### src/rtl/fifo_id_queue.sv
// Synchronous FIFO used as the ID-reflection store of the AXI4 to AXI4-Lite converter.
// Supports optional fall-through and a stateless pass-through mode when DEPTH is 0.
module fifo_id_queue #(
  parameter bit          FALL_THROUGH = 1'b0,
  parameter int unsigned DATA_WIDTH   = 32,
  parameter int unsigned DEPTH        = 8,
  parameter int unsigned ADDR_DEPTH   = (DEPTH > 1) ? $clog2(DEPTH) : 1
) (
  input  logic                  clk_i,
  input  logic                  rst_i,
  input  logic                  flush_i,
  input  logic                  testmode_i,
  output logic                  full_o,
  output logic                  empty_o,
  output logic [ADDR_DEPTH-1:0] usage_o,
  input  logic [DATA_WIDTH-1:0] data_i,
  input  logic                  push_i,
  output logic [DATA_WIDTH-1:0] data_o,
  input  logic                  pop_i
);

  if (DATA_WIDTH == 0) begin : g_width_check
    $fatal(1, "fifo_id_queue: DATA_WIDTH must be greater than 0");
  end

  if (DEPTH == 0) begin : g_pass
    logic unused_inputs;
    assign unused_inputs = ^{clk_i, rst_i, flush_i, testmode_i};

    assign data_o  = data_i;
    assign empty_o = ~push_i;
    assign full_o  = ~pop_i;
    assign usage_o = '0;
  end else begin : g_queue
    localparam logic [ADDR_DEPTH-1:0] LAST_PTR = ADDR_DEPTH'(DEPTH - 1);
    localparam logic [ADDR_DEPTH:0]   FULL_CNT = (ADDR_DEPTH + 1)'(DEPTH);

    logic [DATA_WIDTH-1:0] mem [DEPTH];
    logic [ADDR_DEPTH-1:0] rp;
    logic [ADDR_DEPTH-1:0] wp;
    logic [ADDR_DEPTH:0]   cnt;
    logic                  is_empty;
    logic                  bypass;
    logic                  push_eff;
    logic                  pop_eff;
    logic                  unused_testmode;

    assign unused_testmode = testmode_i;

    assign is_empty = (cnt == '0);
    assign full_o   = (cnt == FULL_CNT);
    assign empty_o  = is_empty & ~(FALL_THROUGH & push_i);
    assign usage_o  = cnt[ADDR_DEPTH-1:0];

    // Fall-through push and pop on an empty queue hand the word straight across
    // without touching storage, so both effective strobes are suppressed.
    assign bypass   = FALL_THROUGH & is_empty & push_i & pop_i;
    assign push_eff = push_i & ~full_o & ~bypass;
    assign pop_eff  = pop_i & ~empty_o & ~bypass;

    always_comb begin
      data_o = mem[rp];
      if (FALL_THROUGH && is_empty && push_i) begin
        data_o = data_i;
      end
    end

    always_ff @(posedge clk_i) begin
      if (rst_i) begin
        rp  <= '0;
        wp  <= '0;
        cnt <= '0;
        for (int unsigned i = 0; i < DEPTH; i++) begin
          mem[i] <= '0;
        end
      end else if (flush_i) begin
        rp  <= '0;
        wp  <= '0;
        cnt <= '0;
      end else begin
        if (push_eff) begin
          mem[wp] <= data_i;
          wp      <= (wp == LAST_PTR) ? '0 : wp + 1'b1;
        end
        if (pop_eff) begin
          rp <= (rp == LAST_PTR) ? '0 : rp + 1'b1;
        end
        case ({push_eff, pop_eff})
          2'b10:   cnt <= cnt + 1'b1;
          2'b01:   cnt <= cnt - 1'b1;
          default: cnt <= cnt;
        endcase
      end
    end
  end

endmodule

### config.mk
export PLATFORM = sky130hd
export DESIGN_NAME = fifo_id_queue
export DESIGN_NICKNAME = d
export VERILOG_FILES = /design/src/rtl/fifo_id_queue.sv
export SDC_FILE = /design/constraint.sdc
export NUM_CORES = 1
export LEC_CHECK = 0
export ABC_AREA = 1
export ABC_CLOCK_PERIOD_IN_PS = 4140
export CAP_MARGIN = 20
export CORE_UTILIZATION = 52
export CTS_CLUSTER_SIZE = 20
export DETAILED_ROUTE_END_ITERATION = 10
export PLACE_DENSITY = 0.73
export SLEW_MARGIN = 20
export SYNTH_ARGS = -nofsm -noshare
export SYNTH_HDL_FRONTEND = slang
export SYNTH_SLANG_ARGS = --single-unit
### constraint.sdc
create_clock -name clk_i -period 4.14 [get_ports clk_i]
set_input_delay 0.414 -clock clk_i [delete_from_list [all_inputs] [get_ports clk_i]]
set_output_delay 0.414 -clock clk_i [all_outputs]
set_load 0.1 [all_outputs]
==> impl_metrics.py, run 1 <==
metrics = {
    "yosys": {
        "synth_xor_area_frac": 0.000714,
        "ys_seq_area_frac": 0.648,
        "synth_area_mm2": 0.0123,
        "synth_cell_types": 22,
        "synth_compound_area_frac": 0.0588,
        "synth_mux_area_frac": 0,
        "synth_top_family_by_area": "simple AND/OR/NAND/NOR gates",
        "synth-simple-area-share": 0.236,
        "synth-seq-cells": 269,
        "ys_warn_count": 0,
        "syn_avg_cell_area_um2": 9.54,
        "syn-num-nets": 1331,
        "synthCells": 1285,
        "yosys.area_share.adder": 0.00878,
    },
    "cts": {
        "cts_hold_buf": 0,
        "path_clk_slew_ps": 60,
        "cts_resized": 0,
        "cts_root_buf": "clkbuf_16",
        "clock_tree.buffer_depth": 3,
        "worstSkewPairLatency_ps": 530,
        "cts_tree": "done",
        "cts_made_buffers": 27,
        "ctsHtreeMaxLevel": 1,
        "cts.sinks": 269,
        "post_cts_buffers": 0,
    },
    "finish": {
        "syn2layout_area_growth_pct": 14.5,
        "antennaDiodeCount": 0,
        "mostFrequentLayoutCells": "434 x nor2_1, 256 x edfxtp_1, 172 x nand2_1",
        "mostFrequentLayoutCell": "nor2_1",
        "fin_nets": 1370,
        "design_area_mm2": 0.0140,
        "drive_gt1_frac": 0.0827,
    },
    "setup_path": {
        "arrival_ps": 2640,
        "end_kind": "output port",
        "critical_path_peak_fanout": 96,
        "startpoint_type": "register",
        "cp_data_required_time_ps": 3730,
        "crit_type": "reg2out",
    },
    "timing": {
        "worst_slack_ps": 1090,
        "period_minus_slack_ps": 3050,
        "fin_crit_sh": 0.737,
        "timing.fmax_mhz": 328,
        "setup_viol": 0,
        "finalHoldViolations": 0,
        "clock_skew_ps": 15.0,
        "fin_setup_tns_ps": 0,
        "final_max_slew_viol_count": 0,
        "relSlewSlack": 0.303,
        "rsz0062_at_grt": "no",
        "worst_pin_slew_ps": 1040,
    },
    "floorplanning": {
        "core-area_mm2": 0.0228,
        "start_util": 0.537,
        "die_width_um": 156,
        "io_pins": 75,
        "die_h_um": 156,
        "design.die.area_mm2": 0.0242,
        "rows": 55,
    },
    "place": {
        "port_buffers": 73,
        "dp_hpwl_um": 15200,
        "gp_congestion": 0.728,
        "post-place-ws_ps": 967,
        "placed_area_mm2": 0.0132,
    },
    "run": {
        "max-cap-violations": 0,
    },
    "power_and_ir_drop": {
        "peakVddDrop_v": 0.000379,
        "swShare": 0.293,
        "clockPowerShare": 0.360,
        "power_density_mw_per_mm2": 483,
        "switchingPower_mw": 1.99,
        "fin_total_pwr_mw": 6.77,
        "p_int_mw": 4.79,
        "pwr-share-comb": 0.179,
        "p_seq_frac": 0.461,
        "power_leakage_nw": 5.69,
    },
    "routing": {
        "drtIter0Drc": 847,
        "ant_nets": 0,
        "route.detailed.drc": 0,
        "dr.pass1.iters": 5,
        "drt-vias-per-instance": 5.45,
        "routed_wl_um": 29600,
        "wl_per_cell_um": 17.9,
        "vias": 9024,
    },
    "status": {
        "status": "completed",
    },
    "hold_path": {
        "holdCritPathClass": "reg2reg",
    },
    "global_route": {
        "grt_usage": 0.250,
        "grt_antenna_before_repair": 0,
        "grt_first_pass_wirelength_um": 46500,
        "grt_pass1_vias": 8514,
        "grt_max_degree": 97,
        "grt-ovfl-total": 0,
    },
}
## area by class of cell
class                   instances  area (um^2)
clock buffers                  33          698
clock inverters                15          174
fillers                      1884         8810
inverters                      54          203
multi-input cells             877         3770
flip-flops and latches        269         7950
well taps                     313          392
repair buffers                 95          841
## layer usage
metal / vias to the layer above / share of wire / global-route usage
li1: 4353 / - / -
met1: 4281 / 0.43 / 0.358
met2: 346 / 0.48 / 0.413
met3: 44 / 0.067 / 0.0272
met4: 0 / 0.016 / 0.0593
met5: - / 0 / 0
## through the flow
step / hold WS, ps / cells / utilization
final: 513 / 1656 / 0.614
after floorplan: 481 / 1285 / -
after global routing: 547 / 1656 / 0.614
after detailed placement: 497 / 1608 / 0.576
after global placement: 494 / 1608 / 0.576
after CTS: 509 / 1656 / 0.614
## synthesized netlist by cell type
master / count / area [um^2]
nor2_1: 434 / 1630
edfxtp_1: 256 / 7690
nand2_1: 176 / 661
o21ai_0: 140 / 701
nor3_1: 99 / 495
inv_1: 51 / 191
buf_2: 37 / 185
clkbuf_1: 34 / 128
dfxtp_1: 13 / 260
buf_1: 10 / 37.5
ha_1: 7 / 87.6
nand3_1: 6 / 30.0
nand2_2: 5 / 31.3
a21oi_1: 4 / 20.0
buf_4: 4 / 30.0
inv_2: 3 / 11.3
fa_1: 1 / 20.0
nand3_2: 1 / 10.0
nand3_4: 1 / 17.5
nor2_4: 1 / 11.3
or2_2: 1 / 6.26
xnor2_1: 1 / 8.76
## power groups by stage
| stage | Combinational, mW | Sequential [mW] | Clock, mW |
|---|---|---|---|
| 3_3_place_gp | 1.20 | 3.18 | 0 |
| 6_report | 1.21 | 3.12 | 2.44 |
| 2_1_floorplan | 0.904 | 3.17 | 0 |
| 5_1_grt | 1.29 | 3.13 | 2.55 |
| 3_5_place_dp | 1.21 | 3.18 | 0 |
| 4_1_cts | 1.21 | 3.12 | 2.44 |
## path summary, 6_finish.rpt
kind / start / end / slack [ps] / cells after the start
min: g_queue.rp[2] / g_queue.rp[2] / 510 / 2
max reg2reg: g_queue.cnt[1] / g_queue.mem[7][10] / 1550 / 6
min reg2reg: g_queue.rp[2] / g_queue.rp[2] / 510 / 2
max: register / data_o[11] / 1090 / 7
## critical path, stage by stage, from the launching register on
cell and delay, ps:
dfxtp_4 450, inv_2 440, buf_12 390, o21ai_0 150, nand2_1 90, nand2_1 60, nand2_1 170, buf_4 320
## flip-flops by register name (all words and copies together), names as in the netlist, named ones only
signal and flops:
g_queue.mem 256, g_queue.cnt 4, g_queue.rp 3, g_queue.wp 3
## cells by family after synthesis
logic type / count (synthesis)
simple gates: 724
flops: 269
compound gates: 144
buf+inv: 139
fa+ha+maj: 8
xor+xnor: 1
Power figures use the tool's default switching activity.
==> run 2, diff against run 1 <==
--- a/config.mk
+++ b/config.mk
@@ -6,7 +6,7 @@
 export NUM_CORES = 1
 export LEC_CHECK = 0
 export ABC_AREA = 1
-export ABC_CLOCK_PERIOD_IN_PS = 4140
+export ABC_CLOCK_PERIOD_IN_PS = 3200
 export CAP_MARGIN = 20
 export CORE_UTILIZATION = 52
 export CTS_CLUSTER_SIZE = 20
==> constraint.sdc (replaced) <==
create_clock -name clk_i -period 3.2 [get_ports clk_i]
set_input_delay 0.32 -clock clk_i [delete_from_list [all_inputs] [get_ports clk_i]]
set_output_delay 0.32 -clock clk_i [all_outputs]
set_load 0.1 [all_outputs]
==> run 2 against run 1 <==
  * Clock-buffer cell count up 2
  * Sequential share of layout area down 1.7 points
  * Clock power up 20%
==> impl_metrics.py, run 2 (synthesis results as in run 1) <==
metrics = {
    "run": {
        "max-cap-violations": 0,
    },
    "floorplanning": {
        "core-area_mm2": 0.0228,
        "die_h_um": 156,
        "rows": 55,
        "start_util": 0.537,
        "design.die.area_mm2": 0.0242,
        "io_pins": 75,
        "die_width_um": 156,
    },
    "routing": {
        "vias": 9295,
        "routed_wl_um": 30600,
        "dr.pass1.iters": 6,
        "drtIter0Drc": 1004,
        "route.detailed.drc": 0,
        "wl_per_cell_um": 18.4,
        "ant_nets": 0,
        "drt-vias-per-instance": 5.61,
    },
    "finish": {
        "antennaDiodeCount": 0,
        "drive_gt1_frac": 0.0848,
        "mostFrequentLayoutCells": "434 x nor2_1, 256 x edfxtp_1, 172 x nand2_1",
        "fin_nets": 1375,
        "top_register": "g_queue.mem",
        "syn2layout_area_growth_pct": 18.1,
        "largest_reg_flops": 256,
        "num-fill-cells": 1822,
        "mostFrequentLayoutCell": "nor2_1",
        "top_regs": "g_queue.mem: 256 flops, g_queue.cnt: 4 flops",
    },
    "setup_path": {
        "critical_path_peak_fanout": 98,
        "crit_type": "reg2out",
        "cp_data_required_time_ps": 2880,
        "path_delay_family": "buffers and inverters",
        "end_kind": "output port",
        "startpoint_type": "register",
        "crit_top_cell": "nand2_1",
        "arrival_ps": 2560,
        "cpMaxStageDelayCell": "dfxtp_4",
        "cpPeakStageDelay_ps": 460,
        "crit_chain": "inv_2 > buf_12 > o21ai_0 > nand2_1 > nand2_1 > nand2_1 > buf_12",
        "cp_num_buf_inv": 3,
    },
    "timing": {
        "fin_setup_tns_ps": 0,
        "fin_crit_sh": 0.901,
        "clock_skew_ps": 11.0,
        "hold_slack_ps": 510,
        "worst_pin_slew_ps": 966,
        "relSlewSlack": 0.354,
        "timing.fmax_mhz": 347,
        "setup_viol": 0,
        "rsz0062_at_grt": "no",
        "finalHoldViolations": 0,
        "final_max_slew_viol_count": 0,
        "period_minus_slack_ps": 2880,
    },
    "cts": {
        "post_cts_buffers": 0,
        "cts_tree": "done",
        "cts_resized": 0,
        "path_clk_slew_ps": 60,
        "clock_tree.buffer_depth": 3,
        "ctsHtreeMaxLevel": 1,
        "cts_root_buf": "clkbuf_16",
        "cts_made_buffers": 26,
        "cts.sinks": 269,
        "worstSkewPairLatency_ps": 530,
        "cts_hold_buf": 0,
    },
    "global_route": {
        "grt_usage": 0.259,
        "grt_pass1_vias": 9229,
        "grt_antenna_before_repair": 0,
        "grt-ovfl-total": 0,
        "grt_max_degree": 99,
        "grt_first_pass_wirelength_um": 48300,
    },
    "status": {
        "status": "completed",
    },
    "power_and_ir_drop": {
        "power_density_mw_per_mm2": 607,
        "fin_total_pwr_mw": 8.79,
        "peakVddDrop_v": 0.000455,
        "power_leakage_nw": 5.83,
    },
    "hold_path": {
        "holdCritPathClass": "reg2reg",
    },
    "place": {
        "gp_congestion": 0.747,
        "dp_hpwl_um": 16300,
        "port_buffers": 73,
    },
}
## run 2: changes by cell type in the layout (fill, tap and decap cells not counted), moves of 2 or more
cell	delta
clkbuf_1	+2
buf_12	+37
clkinv_1	-2
bufinv_16	-2
buf_4	-30
clkdlybuf4s50_1	-2
## run 2: worst paths after layout
check                                     from              to  slack [ps]  cells after the start
worst max-delay path                  register      data_o[11]         320                      7
worst min-delay path             g_queue.rp[1]        register         510                      2
worst max register to register  g_queue.cnt[0]  g_queue.cnt[3]        1070                     11
worst min register to register   g_queue.rp[1]        register         510                      2
## run 2: area by class of cell
class | count | area, um^2 | share of cell area
Sequential cell | 269 | 7950 | 0.549
Multi-Input combinational cell | 877 | 3770 | 0.261
Timing Repair Buffer | 101 | 1360 | 0.0942
Clock buffer | 35 | 706 | 0.0488
Tap cell | 313 | 392 | 0.0271
Inverter | 54 | 203 | 0.0140
Clock inverter | 8 | 85.1 | 0.00588
## run 2: report_power, final
part | leakage, nW | total (mW) | switching [mW] | internal, mW
combinational | 2.69 | 1.82 | 1.28 | 0.535
sequential | 2.76 | 4.05 | 0.0579 | 3.99
clock | 0.385 | 2.92 | 1.23 | 1.69
## run 2: metal layers
metal | part of all wire | track usage | wire [um]
met5 | 0 | 0 | 0
met4 | 0.023 | 0.0887 | 716
met3 | 0.089 | 0.0325 | 2720
met2 | 0.49 | 0.436 | 15100
met1 | 0.39 | 0.349 | 12100
## run 2: through the flow
step	utilization	instances	setup WS (ps)	cell area [um^2]
global route	0.634	1657	120	14500
floorplan	-	1285	-369	12300
global placement	0.598	1613	755	13700
CTS	0.632	1656	138	14400
detailed placement	0.598	1613	691	13700
finish	0.634	1657	317	14500
## run 2: tightest hold or removal path, stage by stage, from the launching register on
cell and delay, ps:
dfxtp_1 320, nor2_1 100, nor2_1 60
